$ cat src/rtl/dav_pkg.sv
// Shared types and constants for the display/audio path: scheduler states,
// default bank geometry and RGB332 colours used by the colour determiner.
package dav_pkg;

  typedef enum logic [1:0] {
    S_IDLE = 2'd0,
    S_SCAN = 2'd1,
    S_HOLD = 2'd2
  } sched_state_t;

  localparam int DEF_SAMPLES  = 32;
  localparam int DEF_SAMPLE_W = 8;

  // RGB332 palette: rrr_ggg_bb
  localparam logic [7:0] RGB_BLACK  = 8'h00;
  localparam logic [7:0] RGB_RED    = 8'hE0;
  localparam logic [7:0] RGB_GREEN  = 8'h1C;
  localparam logic [7:0] RGB_BLUE   = 8'h03;
  localparam logic [7:0] RGB_YELLOW = 8'hFC;
  localparam logic [7:0] RGB_WHITE  = 8'hFF;

endpackage

$ cat src/rtl/bank_fill_counter.sv
// Fill side of the ping-pong scheduler: write strobe/address/data, fill count,
// bank_full flag and the bank select. Optional drop counter under DROP_CNT_EN.
module bank_fill_counter
  import dav_pkg::*;
#(
  parameter int SAMPLES  = DEF_SAMPLES,
  parameter int SAMPLE_W = DEF_SAMPLE_W,
  parameter int IDX_W    = $clog2(SAMPLES)
) (
  input  logic                clk,
  input  logic                reset,
  input  logic                sample_valid,
  input  logic [SAMPLE_W-1:0] sample_data,
  input  logic                swap,
  output logic                wr_en,
  output logic                wr_bank,
  output logic [IDX_W-1:0]    wr_addr,
  output logic [SAMPLE_W-1:0] wr_data,
  output logic                bank_full
`ifdef DROP_CNT_EN
  ,
  output logic [7:0]          drop_cnt
`endif
);

  // One extra bit so a count of SAMPLES is representable.
  localparam int CNT_W = IDX_W + 1;
  localparam logic [CNT_W-1:0] CNT_FULL = CNT_W'(SAMPLES);

  logic                wr_en_q, wr_en_d;
  logic                wr_bank_q, wr_bank_d;
  logic [IDX_W-1:0]    wr_addr_q, wr_addr_d;
  logic [SAMPLE_W-1:0] wr_data_q, wr_data_d;
  logic [CNT_W-1:0]    count_q, count_d;
  logic                bank_full_q, bank_full_d;
  logic [CNT_W-1:0]    base_count_s;
  logic                accept_s;

  // A swap rebases the fill onto the other bank before the same-cycle sample lands.
  always_comb begin
    wr_bank_d    = swap ? ~wr_bank_q : wr_bank_q;
    base_count_s = swap ? {CNT_W{1'b0}} : count_q;
    accept_s     = sample_valid && (swap || !bank_full_q);
    wr_addr_d    = wr_addr_q;
    wr_data_d    = wr_data_q;
    count_d      = base_count_s;
    if (accept_s) begin
      wr_en_d   = 1'b1;
      wr_addr_d = base_count_s[IDX_W-1:0];
      wr_data_d = sample_data;
      count_d   = base_count_s + CNT_W'(1);
    end else begin
      wr_en_d   = 1'b0;
    end
    bank_full_d = (count_d == CNT_FULL);
  end

  always_ff @(posedge clk or posedge reset) begin
    if (reset) begin
      wr_en_q     <= 1'b0;
      wr_bank_q   <= 1'b0;
      wr_addr_q   <= {IDX_W{1'b0}};
      wr_data_q   <= {SAMPLE_W{1'b0}};
      count_q     <= {CNT_W{1'b0}};
      bank_full_q <= 1'b0;
    end else begin
      wr_en_q     <= wr_en_d;
      wr_bank_q   <= wr_bank_d;
      wr_addr_q   <= wr_addr_d;
      wr_data_q   <= wr_data_d;
      count_q     <= count_d;
      bank_full_q <= bank_full_d;
    end
  end

  assign wr_en     = wr_en_q;
  assign wr_bank   = wr_bank_q;
  assign wr_addr   = wr_addr_q;
  assign wr_data   = wr_data_q;
  assign bank_full = bank_full_q;

`ifdef DROP_CNT_EN
  logic [7:0] drop_cnt_q, drop_cnt_d;

  // Saturating count of samples refused while the fill bank waits for a swap.
  always_comb begin
    if (sample_valid && !accept_s && (drop_cnt_q != 8'hFF)) begin
      drop_cnt_d = drop_cnt_q + 8'd1;
    end else begin
      drop_cnt_d = drop_cnt_q;
    end
  end

  always_ff @(posedge clk or posedge reset) begin
    if (reset) begin
      drop_cnt_q <= 8'd0;
    end else begin
      drop_cnt_q <= drop_cnt_d;
    end
  end

  assign drop_cnt = drop_cnt_q;
`endif

endmodule

$ cat src/rtl/sample_bank_scheduler.sv
// Ping-pong scheduler between two sample RAMs: swap decision and display reader FSM.
// Define DROP_CNT_EN to add the saturating drop_cnt output.
module sample_bank_scheduler
  import dav_pkg::*;
#(
  parameter int SAMPLES  = DEF_SAMPLES,
  parameter int SAMPLE_W = DEF_SAMPLE_W,
  parameter int IDX_W    = $clog2(SAMPLES)
) (
  input  logic                clk,
  input  logic                reset,
  input  logic                sample_valid,
  input  logic [SAMPLE_W-1:0] sample_data,
  input  logic                frame_start,
  input  logic                scan_ready,
  output logic                wr_en,
  output logic                wr_bank,
  output logic [IDX_W-1:0]    wr_addr,
  output logic [SAMPLE_W-1:0] wr_data,
  output logic                whichRAM,
  output logic [IDX_W-1:0]    index_holder,
  output logic                done,
  output logic                bank_full
`ifdef DROP_CNT_EN
  ,
  output logic [7:0]          drop_cnt
`endif
);

  localparam logic [IDX_W-1:0] IDX_LAST = IDX_W'(SAMPLES - 1);

  logic             swap_s;
  logic             wr_bank_s;
  logic             bank_full_s;
  sched_state_t     state_q, state_d;
  logic [IDX_W-1:0] index_q, index_d;
  logic             which_q, which_d;
  logic             done_q, done_d;

  bank_fill_counter #(
    .SAMPLES  (SAMPLES),
    .SAMPLE_W (SAMPLE_W),
    .IDX_W    (IDX_W)
  ) u_fill (
    .clk          (clk),
    .reset        (reset),
    .sample_valid (sample_valid),
    .sample_data  (sample_data),
    .swap         (swap_s),
    .wr_en        (wr_en),
    .wr_bank      (wr_bank_s),
    .wr_addr      (wr_addr),
    .wr_data      (wr_data),
    .bank_full    (bank_full_s)
`ifdef DROP_CNT_EN
    ,
    .drop_cnt     (drop_cnt)
`endif
  );

  assign swap_s = frame_start && bank_full_s;

  // Reader next state; a swap publishes the bank that was just filled.
  always_comb begin
    state_d = state_q;
    index_d = index_q;
    which_d = which_q;
    if (swap_s) begin
      state_d = S_SCAN;
      index_d = {IDX_W{1'b0}};
      which_d = wr_bank_s;
    end else begin
      case (state_q)
        S_IDLE: begin
          state_d = S_IDLE;
          index_d = {IDX_W{1'b0}};
        end
        S_SCAN: begin
          if (frame_start) begin
            index_d = {IDX_W{1'b0}};
          end else if (scan_ready) begin
            if (index_q == IDX_LAST) begin
              state_d = S_HOLD;
            end else begin
              index_d = index_q + IDX_W'(1);
            end
          end else begin
            index_d = index_q;
          end
        end
        S_HOLD: begin
          if (frame_start) begin
            state_d = S_SCAN;
            index_d = {IDX_W{1'b0}};
          end else begin
            index_d = IDX_LAST;
          end
        end
        default: begin
          state_d = S_IDLE;
          index_d = {IDX_W{1'b0}};
        end
      endcase
    end
    done_d = (state_d != S_IDLE);
  end

  always_ff @(posedge clk or posedge reset) begin
    if (reset) begin
      state_q <= S_IDLE;
      index_q <= {IDX_W{1'b0}};
      which_q <= 1'b1;
      done_q  <= 1'b0;
    end else begin
      state_q <= state_d;
      index_q <= index_d;
      which_q <= which_d;
      done_q  <= done_d;
    end
  end

  assign wr_bank      = wr_bank_s;
  assign bank_full    = bank_full_s;
  assign whichRAM     = which_q;
  assign index_holder = index_q;
  assign done         = done_q;

endmodule

$ cat config.mk
export PLATFORM = sky130hd
export DESIGN_NAME = sample_bank_scheduler
export DESIGN_NICKNAME = d
export VERILOG_FILES = /design/src/rtl/dav_pkg.sv /design/src/rtl/bank_fill_counter.sv /design/src/rtl/sample_bank_scheduler.sv
export SDC_FILE = /design/constraint.sdc
export NUM_CORES = 1
export LEC_CHECK = 0
export BUFFER_PORTS_ARGS = -buffer_cell sky130_fd_sc_hd__buf_2
export CORE_UTILIZATION = 56
export CTS_BUF_LIST = sky130_fd_sc_hd__clkbuf_16
export DETAILED_ROUTE_END_ITERATION = 8
export GPL_TIMING_DRIVEN = 0
export PLACE_DENSITY = 0.88
export SETUP_SLACK_MARGIN = 0.2
export SYNTH_ARGS = -nofsm -noshare
export SYNTH_HDL_FRONTEND = slang
export SYNTH_SLANG_ARGS = --single-unit
$ cat constraint.sdc
create_clock -name clk -period 3.6 [get_ports clk]
set_clock_uncertainty 0.1 [all_clocks]
set_input_delay 0.9 -clock clk [delete_from_list [all_inputs] [get_ports clk]]
set_output_delay 0.9 -clock clk [all_outputs]
set_load 0.01 [all_outputs]
* After elaboration in Yosys (flattened, before gate mapping)
Index checks and enable logic that the tools add are counted.
Cells by class: muxes and demuxes 15, equal/unequal tests 6, add/sub/neg operators 2, reductions and logical operators 6, bitwise operators 1
Operator list (count):
- 2-to-1 mux 5 bit | 5
- 2-to-1 mux 6 bit | 2
- 2-to-1 mux 2 bit | 5
- case mux 5 bit (2 select lines) | 1
- inequality test 4 x 3 -> 1 bit (second input constant) | 2
- adder 6 x 1 -> 6 bit (second input constant) | 1
- equality test 6 bit (second input constant) | 1
- adder 5 x 1 -> 5 bit (second input constant) | 1
- equality test 5 bit (second input constant) | 1
- case mux 2 bit (2 select lines) | 1
- equality test 2 x 1 -> 1 bit (second input constant) | 1
- equality test 2 bit (second input constant) | 1
- logical AND 1 bit | 2
- AND reduction 2 bit | 1
- nonzero test 2 bit | 1
- zero test 1 bit | 1
- logical OR 1 bit | 1
- 2-to-1 mux 1 bit | 1
- inverter 1 bit | 1
Storage, ports and cells: bits of input ports 13, output and inout bits 23, register bits after elaboration 31, word-level logic and storage cells 40

* Logic depth before layout (Yosys ltp)
Gate-level depths: netlist of the first run.
depth after elaboration 7, gate-level depth with buffers 10, depth with buffers taken out 8

* Cells and area by module
A second synthesis of the first run with hierarchy kept.
Unflattened totals: cell total of the unflattened synthesis 131, area, all modules 1515.2 µm²
Modules (own cells, without submodules):
- bank_fill_counter | area each 928.4 µm², cells each 75, instances 1, sequential area each 550.5 µm²
- sample_bank_scheduler | area each 586.8 µm², cells each 56, instances 1, sequential area each 226.5 µm²

* Worst setup path before layout of the first run
OpenSTA, ideal clock, no wires.
kind input to register, start point in frame_start, end point reg u_fill.bank_full_q (netlist: u_fill.bank_full), slack 1.199 ns, path buffers 2, data arrival time 2.173 ns, cell stages on the path 10, library setup time 0.127 ns, data required time 3.373 ns, cell sequence buf_6 > nand2_2 > buf_6 > nand2_1 > inv_1 > ha_1 > nand2_1 > or4_1 > o21ai_2 > nor4_2
On the way: cells in the longest elaborated chain, start to end 5, elaborated cells between the ends (all ways) 7, classes of those cells 1 x add/sub; 1 x eq/ne; 2 x mux; 3 x reduce/logical
Ends and longest elaborated chain:
- from (decl) | RTL line sample_bank_scheduler.sv:14 | input logic frame_start,
- logical AND 1 bit | RTL line sample_bank_scheduler.sv:61 | assign swap_s = frame_start && bank_full_s;
- 2-to-1 mux 6 bit | RTL line bank_fill_counter.sv:42 | base_count_s = swap ? {CNT_W{1'b0}} : count_q;
- net u_fill.base_count_s[0] | RTL line bank_fill_counter.sv:36 | logic [CNT_W-1:0] base_count_s;
- adder 6 x 1 -> 6 bit | RTL line bank_fill_counter.sv:51 | count_d = base_count_s + CNT_W'(1);
- 2-to-1 mux 6 bit | RTL line bank_fill_counter.sv:47 | if (accept_s) begin
- net u_fill.count_d[4] | RTL line bank_fill_counter.sv:34 | logic [CNT_W-1:0] count_q, count_d;
- equality test 6 bit | RTL line bank_fill_counter.sv:55 | bank_full_d = (count_d == CNT_FULL);
- net u_fill.bank_full_d | RTL line bank_fill_counter.sv:35 | logic bank_full_q, bank_full_d;
- to (signal assigned) | RTL line bank_fill_counter.sv:72 | bank_full_q <= bank_full_d;
- to (decl) | RTL line bank_fill_counter.sv:35
The timed path passes the listed nets, and every way through them passes these cells. A chain may end at the register's enable or synchronous reset.

* Worst setup path after layout of the first run
Ends and elaborated chain as after synthesis.

==> results by group, run 1 <==
Run status
  • Outcome: completed

Worst setup path
  • Crit-path cells: buf_6, nand2_2, buf_6, nand2_1, inv_1, ha_1, nand2_1, or4_1, o21ai_2, nor4_2
  • R2r setup slk: between 1000 and 1500 ps
  • Crit path DAT: 2400 ps
  • Startpoint types: input pin
  • CP endpoint kind: flop
  • CP max FO: 10
  • CP max stage delay: about 510 ps
  • Slowest cell on crit path: or4_1
  • WP data required: about 3700 ps
  • CP Class: in -> reg

Floorplan
  • Die span in y: about 53 µm
  • Num rows: 18
  • IO Count: 36
  • Initial Util: roughly 60%
  • DIE WIDTH: between 50 and 60 µm
  • DIE AREA: about 2800 µm²
  • Core area: about 2500 µm²

Run
  • Max-Cap Viols: 0

Routing
  • DRT iter0 DRCs: 24
  • Drt pass-1 iters: 4
  • WL/cell: 14.2 µm
  • Met3 WL: roughly 180 µm
  • Met2 WL: ~1600 µm
  • Final ANT Viol Nets: 0
  • Via count: 1,230
  • Post-route DRC: 0
  • Avg Vias per Cell: around 5.4
  • M1 WL: 1340 µm
  • Post-Route WL: 3200 µm
  • Top sig layer: met4

Timing
  • Unrepaired setup endpoints after global routing: no
  • Max Clock Freq: around 0.42 GHz
  • Setup tns final: 0 ps
  • Tmin final: 2360 ps
  • Slew Limit Fails: 0
  • Worst slew pin tran: ~1100 ps
  • Normalized max-slew margin: 25.0%
  • Final setup viols: 0
  • Crit share post-route: around two thirds
  • Hold Vio Cnt, Final: 0
  • Hold_ws: 365 ps

Yosys
  • Mapped Area: 1460 µm²
  • Synth Net Count: approximately 170
  • EDFF count, synth: 0
  • Synthesized instance count: approximately 150
  • Main flop type after synthesis: dfrtp_1
  • Area leader, netlist: dfrtp_1
  • Post-synthesis sequential area ratio: a little over half
  • Top-count cell post-synth: nand2_1
  • Synth top area cells: dfrtp_1 (51%), nand2_1 (11%), ha_1 (4.3%), o21ai_0 (3.1%), a21oi_1 (2.4%)
  • Async SR Flop Fraction: 100%
  • Top post-synthesis cells by count: nand2_1 (44), dfrtp_1 (30), inv_1 (9), o21ai_0 (9), a21oi_1 (7)
  • Ys Warns: 0
  • Yosys reg bits: 31
  • Mean Syn Cell Area: 9.50 µm²
  • Area share of the largest cell type after synthesis: 51.3%
  • Yosys cell types: 36

Place
  • DPL Wire Length: about 2200 µm
  • Cell count after placement: ~220
  • GP Congestion: between 0.8 and 0.9
  • IO buf count: 34

Clock network
  • Hold buffer count at CTS: 0
  • Post-CTS sizing: 0
  • Clk buf depth: 2
  • CTS Buf Count: 5
  • Clock sink count: 31
  • H-tree depth: 2
  • Setup bufs post-CTS: 0
  • TritonCTS clock tree: built
  • Clock transition at path regs: 50 ps
  • Worst-Skew Late Latency: approximately 270 ps
  • Root Buffer: clkbuf_16

Pwr
  • Power Dens Cells: 661 nW/µm²
  • VDD IR max: roughly 0.00056 V
  • Leak Pwr: between 0.9 and 1 nW

Global routing
  • Total global-route track usage: a little over a quarter
  • First-pass GRT wire length: about 5200 µm
  • Antenna violations before repair: 0
  • Pin count of the biggest net entering global routing: 32
  • Vias in the first global route: 1,179
  • GRT overflow: 0

Layout
  • Final net count: approximately 210
  • Area delta synth->final: 23.5%
  • Fraction of layout cells with a size suffix above 1: around 27%
  • Final Non-Filler Cells: roughly 230
  • Number of antenna diodes: 0

Worst hold path
  • Hold Crit Class: reg -> reg
-- layout make-up --
cell class	instances	area, µm²
Clock inverter	3	11.3
Inverter	10	37.5
Clock buffer	5	125
Buffer	4	32.5
Multi-Input combinational cell	109	616
Tap cell	30	37.5
Fill cell	190	671
Sequential cell	31	777
Timing Repair Buffer	34	170
-- worst max-delay path: cells and delay by family --
family | cells | cell delay (ps)
adder cells (fa/ha/maj) | 1 | 160
buffers and inverters | 3 | 340
AND/OR/NAND/NOR | 5 | 870
AO/OA/AOI/OAI | 1 | 110
-- cell usage in the layout, fill, tap and decap left out, types with 2 or more instances in the layout --
cell	synthesis	routed
a21oi_1	7	7
nor2_1	5	5
buf_6	2	2
clkbuf_16	0	5
nand3_1	2	2
ha_1	5	5
o211ai_1	2	2
o21ai_0	9	9
a31oi_1	2	2
nor3_1	3	3
inv_1	9	10
nand2_1	44	44
o22ai_1	2	2
buf_2	2	36
nand2b_1	4	4
nand2_2	2	2
clkinv_1	0	2
dfrtp_1	30	30
xnor2_1	3	3
nor2b_1	3	3
-- state kept, by name (all words and copies together), names as in the netlist --
register	count
u_fill.wr_addr	5
u_fill.wr_data	8
whichRAM	1
done	1
u_fill.wr_bank	1
u_fill.bank_full	1
u_fill.wr_en	1
index_holder	5
u_fill.count_q	6
state_q	2
-- report_power, final --
group	leakage, nW	switching (mW)	internal [mW]
Clock	0.0701	0.137	0.248
Combinational	0.461	0.183	0.131
Sequential	0.395	0.0599	0.435
Total	0.926	0.380	0.814
-- final timing paths --
kind | from | to | depth (start not counted)
worst max-delay path | frame_start | u_fill.bank_full | 10
worst min-delay path | u_fill.wr_data[5] | u_fill.wr_data[5] | 2
worst max register to register | u_fill.bank_full | u_fill.bank_full | 9
worst min register to register | u_fill.wr_data[5] | u_fill.wr_data[5] | 2
max in group asynchronous | reset | u_fill.wr_data[4] | 2
min in group asynchronous | reset | index_holder[1] | 2
-- cells by family after synthesis --
kind of cell | count (synthesis) | synth area share (%)
muxes | 2 | 1.80
adders and majority gates | 5 | 4.28
buffers and inverters | 14 | 4.79
AOI/OAI and AO/OA | 29 | 12.1
DFF | 31 | 53.1
and+or+nand+nor | 70 | 22.2
xor gates and xnor gates | 3 | 1.80
-- layer usage --
layer / global-route usage (%) / up-vias
li1: - / 593
met1: 31.1 / 581
met2: 45.1 / 45
met3: 8.33 / 11
met4: 13.2 / 0
met5: 0 / -
-- stage by stage --
stage	setup slack, ps	area (µm²)	util (%)	total power [mW]
after global placement	1090	1670	67.4	0.775
after CTS	1260	1810	72.9	1.20
after detailed placement	1050	1670	67.4	0.797
final	1240	1810	72.9	1.19
after floorplan	1200	1460	-	0.687
after global routing	1160	1810	72.9	1.26
Note: power is estimated with default switching activity, not from simulation.
==> run 2, diff against run 1 <==
Settings changed: ABC_AREA set to 1, CORE_UTILIZATION 56 to 52, PLACE_DENSITY 0.88 to 0.83.
Clock period 3.6 ns to 2.4 ns, I/O delays scaled along.
==> results by group, run 2 <==
Run status
  • Outcome: completed

Clock network
  • Clock transition at path regs: 50 ps (about the same)
  • Post-CTS sizing: 0 (unchanged)
  • Hold buffer count at CTS: 0 (unchanged)
  • Root Buffer: clkbuf_16
  • TritonCTS clock tree: built
  • CTS Buf Count: 5 (unchanged)
  • Setup bufs post-CTS: 0 (unchanged)
  • Worst-Skew Late Latency: 270 ps (about the same)
  • Clk buf depth: 2 (unchanged)
  • H-tree depth: 2 (unchanged)
  • Clock sink count: 31 (unchanged)

Yosys
  • Ys Warns: 0 (unchanged)
  • Yosys cell types: 23 (-36%)
  • Mean Syn Cell Area: 8.29 µm² (-13%)
  • Area share of the largest cell type after synthesis: 50.6% (-0.74 points)
  • Top post-synthesis cells by count: nand2_1 (63), dfrtp_1 (30), inv_1 (25), nand3_1 (12)
  • Mapped Area: 1480 µm² (+1.5%)
  • Top-count cell post-synth: nand2_1
  • Post-synthesis mux area share: 1.52% (-0.28 points)
  • EDFF count, synth: 0 (unchanged)
  • Synth Area in Compound Gates: 6.24% (-5.8 points)
  • Synth Net Count: 197 (+15%)
  • Yosys reg bits: 31 (unchanged)
  • Largest family of logic cells by synthesized area: simple AND/OR/NAND/NOR gates
  • Async SR Flop Fraction: 100% (unchanged)
  • Synthesized instance count: 179 (+16%)
  • Post-synthesis sequential area ratio: 52.4% (-0.76 points)
  • Synth Area in XOR/XNOR: 0.590% (-1.2 points)
  • Post-Synth Simple-Gate Area: 26.1% (+4.0 points)
  • Synth Area in Adders: 4.22% (-0.061 points)
  • Main flop type after synthesis: dfrtp_1
  • Synth top area cells: dfrtp_1 (51%), nand2_1 (16%), inv_1 (6.3%), ha_1 (4.2%), nand3_1 (4.0%)
  • Area leader, netlist: dfrtp_1

Layout
  • Finished layout cell area: 1830 µm² (+1.5%)
  • Max reg flops: 8 (unchanged)
  • Number of antenna diodes: 0 (unchanged)
  • Post-Route Utilization: 67.1% (-5.8 points)
  • Area delta synth->final: 23.6% (about the same)
  • Most common cell after layout, fill and taps aside: nand2_1
  • Final Non-Filler Cells: 253 (+12%)
  • Most frequent cells in the layout: nand2_1 (63), buf_2 (36), dfrtp_1 (30), inv_1 (26), nand3_1 (12)
  • Fraction of layout cells with a size suffix above 1: 23.9% (-3.2 points)
  • Final net count: 239 (+12%)

Routing
  • Avg Vias per Cell: 4.98 (-8.5%)
  • DRT iter0 DRCs: 53 (+120%)
  • Final ANT Viol Nets: 0 (unchanged)
  • Via count: 1,260 (+2.4%)
  • Drt pass-1 iters: 4 (unchanged)
  • Post-Route WL: 2810 µm (-12%)
  • WL/cell: 11.1 µm (-22%)
  • Post-route DRC: 0 (unchanged)

Floorplan
  • Initial Util: 54.3% (-4.8 points)
  • Num rows: 19 (+1)
  • Core area: 2730 µm² (+10%)
  • Die span in y: 55.4 µm (+4.4%)
  • DIE AREA: 3070 µm² (+8.9%)
  • IO Count: 36 (unchanged)
  • DIE WIDTH: 55.4 µm (+4.4%)

Pwr
  • Seq pwr share: 41.0% (-0.5 points)
  • Switching Power: 0.552 mW (+45%)
  • Internal power: 1.21 mW (+49%)
  • Clock power share: 31.9% (-0.3 points)
  • Leak Pwr: 1.06 nW (+14%)
  • VDD IR max: 0.000872 V (+56%)
  • Combinational power share: 27.1% (+0.8 points)
  • Net Sw Frac: 31.3% (-0.50 points)
  • Power Dens Cells: 961 nW/µm² (+45%)

Timing
  • Final setup viols: 0 (unchanged)
  • Unrepaired setup endpoints after global routing: no
  • Tmin final: ~1800 ps
  • Worst slew pin tran: 1100 ps (-25.9 ps)
  • Slew Limit Fails: 0 (unchanged)
  • Hold Vio Cnt, Final: 0 (unchanged)
  • Setup ws final: 565 ps (-676 ps)
  • Crit share post-route: roughly three quarters
  • Normalized max-slew margin: 26.7% (+1.7 points)
  • Max Clock Freq: 0.545 GHz
  • Setup tns final: 0 ps (unchanged)

Worst setup path
  • CP endpoint kind: flop
  • Crit path DAT: 1890 ps (-510 ps)
  • CP max FO: 8 (-2)
  • WP data required: 2450 ps (-1200 ps)
  • Startpoint types: flop
  • CP Class: reg -> reg
  • R2r worst-path depth: 6 (-3)

Place
  • DP Area: 1700 µm² (+1.6%)
  • IO buf count: 35 (+2.9%)
  • GP Congestion: 0.807 (-5.8%)
  • Cell count after placement: 245 (+12%)
  • DPL Wire Length: 2090 µm (-2.9%)
  • Dpl ws: 343 ps (-704 ps)

Global routing
  • Vias in the first global route: 1,125 (-4.6%)
  • Total global-route track usage: 21.2% (-5.8 points)
  • Antenna violations before repair: 0 (unchanged)
  • GRT overflow: 0 (unchanged)
  • Pin count of the biggest net entering global routing: 32 (unchanged)
  • First-pass GRT wire length: 4890 µm (-6.2%)

Worst hold path
  • Hold-critical path depth: 2 (unchanged)
  • Hold Crit Class: reg -> reg

Run
  • Max-Cap Viols: 0 (unchanged)
## run 2: per-stage QoR
| stage | total power [mW] | hold slack (ps) |
|---|---|---|
| 3_3_place_gp | 1.19 | 353 |
| 6_report | 1.76 | 378 |
| 2_1_floorplan | 1.05 | 372 |
| 4_1_cts | 1.78 | 380 |
| 3_5_place_dp | 1.21 | 368 |
| 5_1_grt | 1.89 | 407 |
## run 2: final timing paths
path / startpoint / slack (ps) / endpoint
worst max-delay path: index_holder[0] / 570 / index_holder[4]
worst min-delay path: u_fill.wr_data[0] / 380 / u_fill.wr_data[0]
worst max register to register: index_holder[0] / 570 / index_holder[4]
worst min register to register: u_fill.wr_data[0] / 380 / u_fill.wr_data[0]
max in group asynchronous: reset / 1020 / u_fill.wr_addr[2]
min in group asynchronous: reset / 510 / index_holder[4]
## run 2: critical path: stages (launching register included)
cell     delay [ps]
dfrtp_1         400
ha_1            220
nand2_1          80
nor2_1           40
ha_1            200
o21ai_2         300
mux2_2          380
## run 2: layout make-up
type                            instances  area [µm²]
Buffer                                  4        35.0
Clock buffer                            5         125
Clock inverter                          3        11.3
Fill cell                             235         900
Inverter                               26        97.6
Multi-Input combinational cell        118         574
Sequential cell                        31         777
Tap cell                               31        38.8
Timing Repair Buffer                   35         175
## run 2: per-layer routing
metal | up-vias | global-route usage [%] | routed length, µm
met5 | - | 0 | 0
met4 | 0 | 8.57 | 48
met3 | 6 | 7.03 | 115
met2 | 29 | 33.9 | 1390
met1 | 582 | 26.5 | 1260
li1 | 643 | - | -
## run 2: logic make-up after synthesis
logic type               Yosys count
adder cells (fa/ha/maj)            5
AO/OA/AOI/OAI                     17
multiplexers                       2
AND/OR/NAND/NOR                   93
buffers and inverters             30
flip-flops                        31
XOR/XNOR                           1
## run 2: power by group through the flow
stage / registers, mW / clock network, mW / logic [mW]
6_report: 0.723 / 0.561 / 0.478
5_1_grt: 0.738 / 0.600 / 0.550
4_1_cts: 0.722 / 0.575 / 0.483
3_5_place_dp: 0.728 / 0 / 0.480
3_3_place_gp: 0.725 / 0 / 0.462
2_1_floorplan: 0.758 / 0 / 0.292
==> run 3, diff against run 2 <==
Settings changed: ABC_AREA 1 to 0, CORE_UTILIZATION 52 to 47, PLACE_DENSITY 0.83 to 0.8.
Clock period 2.4 ns to 1.6 ns, I/O delays scaled along.
==> results by group, run 3 (synthesized netlist as in run 1, its figures left out) <==
Floorplan
  • DIE AREA: 3340 µm² (+8.7%)
  • DIE WIDTH: 57.8 µm (+4.3%)
  • Num rows: 19 (unchanged)
  • Core area: 2850 µm² (+4.3%)
  • Die span in y: 57.8 µm (+4.3%)
  • Initial Util: 51.3% (-3.0 points)
  • IO Count: 36 (unchanged)

Timing
  • Hold_ws: -2.84 ps (-381 ps)
  • Normalized max-slew margin: 71.9% (+45 points)
  • Crit share post-route: 112% (+36 points)
  • Tmin final: 1800 ps (-37.8 ps)
  • Slew Limit Fails: 0 (unchanged)
  • Final setup viols: 10 (+10)
  • Setup tns final: -783 ps (-783 ps)
  • Max Clock Freq: 0.556 GHz (+2.1%)
  • Setup ws final: -197 ps (-762 ps)
  • Worst slew pin tran: 422 ps (-676 ps)
  • Unrepaired setup endpoints after global routing: yes
  • Hold Vio Cnt, Final: 2 (+2)

Global routing
  • Antenna violations before repair: 0 (unchanged)
  • Pin count of the biggest net entering global routing: 32 (unchanged)
  • GRT overflow: 0 (unchanged)
  • Total global-route track usage: 22.8% (+1.6 points)
  • Vias in the first global route: 1,209 (+7.5%)
  • First-pass GRT wire length: 5620 µm (+15%)

Layout
  • Fraction of layout cells with a size suffix above 1: 48.9% (+25 points)
  • Area delta synth->final: 55.6%
  • Max reg flops: 8 (unchanged)
  • Number of antenna diodes: 0 (unchanged)
  • Final net count: 238 (-0.42%)
  • Most frequent cells in the layout: nand2_1 (32), buf_2 (32), dfrtp_1 (29), buf_4 (16), buf_6 (9)

Clock network
  • Clock sink count: 31 (unchanged)
  • Clock transition at path regs: 50 ps (about the same)
  • Hold buffer count at CTS: 0 (unchanged)
  • Root Buffer: clkbuf_16
  • H-tree depth: 2 (unchanged)
  • TritonCTS clock tree: built
  • Worst-Skew Late Latency: 280 ps (about the same)
  • Clk buf depth: 2 (unchanged)
  • CTS Buf Count: 5 (unchanged)

Pwr
  • Overall power: 3.08 mW (+75%)
  • Power Dens Cells: 1350 nW/µm² (+41%)
  • VDD IR max: 0.000967 V (+11%)
  • Leak Pwr: 1.12 nW (+5.3%)

Worst setup path
  • Most frequent CP cell: nand2_4
  • Startpoint types: flop
  • Crit path DAT: 1850 ps (-40 ps)
  • WP data required: 1650 ps (-800 ps)
  • Crit-path cells: nand2_4, buf_8, nand2_4, inv_2, ha_4, nand2_4, or4_4, o21ai_4, nor4_2
  • CP Class: reg -> reg
  • CP max FO: 4 (-4)
  • CP max stage delay: 440 ps (+40 ps)
  • Slowest cell on crit path: dfrtp_2
  • CP endpoint kind: flop

Place
  • DPL Wire Length: 2110 µm (+0.92%)
  • IO buf count: 34 (-2.9%)
  • GP Congestion: 0.785 (-2.7%)

Routing
  • Post-Route WL: 4350 µm (+55%)
  • Avg Vias per Cell: 5.77 (+16%)
  • Post-route DRC: 0 (unchanged)
  • Via count: 1,455 (+15%)
  • DRT iter0 DRCs: 92 (+74%)
  • WL/cell: 17.3 µm (+55%)
  • Drt pass-1 iters: 5 (+1)
  • Final ANT Viol Nets: 0 (unchanged)

Worst hold path
  • Hold Crit Class: in -> async

Run status
  • Failing checks: negative hold slack, negative setup slack
  • Outcome: finished with violations

Run
  • Max-Cap Viols: 0 (unchanged)
==> run 3: metal layers <==
layer	up-vias	GRT usage [%]	routed length (µm)
met4	0	5.10	153
met5	-	0	0
met2	72	38.9	2300
li1	650	-	-
met1	714	28.9	1610
met3	19	6.70	286
==> run 3: stage by stage <==
step | instance area (µm²) | hold slack, ps | cells | worst slack (ps) | util (%)
after floorplan | 1540 | 403 | 154 | -164 | -
after global placement | 1750 | 355 | 219 | -250 | 61.2
after detailed placement | 1750 | 357 | 219 | -276 | 61.2
after CTS | 2000 | 212 | 235 | -154 | 70.0
after global routing | 2280 | 32.9 | 252 | -261 | 79.8
final | 2280 | -2.84 | 252 | -197 | 79.8
==> run 3: power by group <==
part,leakage (nW),switching [mW],total [mW],internal [mW]
registers,0.393,0.154,1.13,0.980
clock network,0.0724,0.321,0.881,0.560
logic,0.650,0.556,1.07,0.509
total,1.12,1.03,3.08,2.05
==> run 3: path summary, 6_finish.rpt <==
kind / endpoint / cells after the start / slack (ps) / startpoint
worst min-delay path: index_holder[1] / 2 / -3 / reset
worst max register to register: u_fill.bank_full / 9 / -200 / u_fill.bank_full
max in group asynchronous: u_fill.bank_full / 3 / 940 / reset
min in group clk: u_fill.wr_data[0] / 3 / 220 / sample_data[0]
worst min register to register: u_fill.wr_data[4] / 2 / 370 / u_fill.wr_data[4]
worst max-delay path: u_fill.bank_full / 9 / -200 / u_fill.bank_full
==> run 3: layout make-up <==
type | count | area (µm²)
Sequential cell | 31 | 778
Timing Repair Buffer | 58 | 423
Tap cell | 31 | 38.8
Multi-Input combinational cell | 110 | 800
Inverter | 10 | 42.5
Clock buffer | 5 | 125
Buffer | 4 | 56.3
Clock inverter | 3 | 12.5
Fill cell | 170 | 577
==> run 3: what timing repair did <==
item / CTS / global route
endpoints found under the setup margin: 24 / 25
setup buffers: 8 / 14
resized for setup: 13 / 33
hold endpoints to repair: 0 / 0
gates cloned: 0 / 2
pin swaps: 4 / 15
==> run 3: critical path: cells and delay by family (launching register included) <==
kind	cells	cell delay, ps
simple gates	5	700
flops	1	440
buf+inv	2	200
fa+ha+maj	1	140
compound gates	1	90
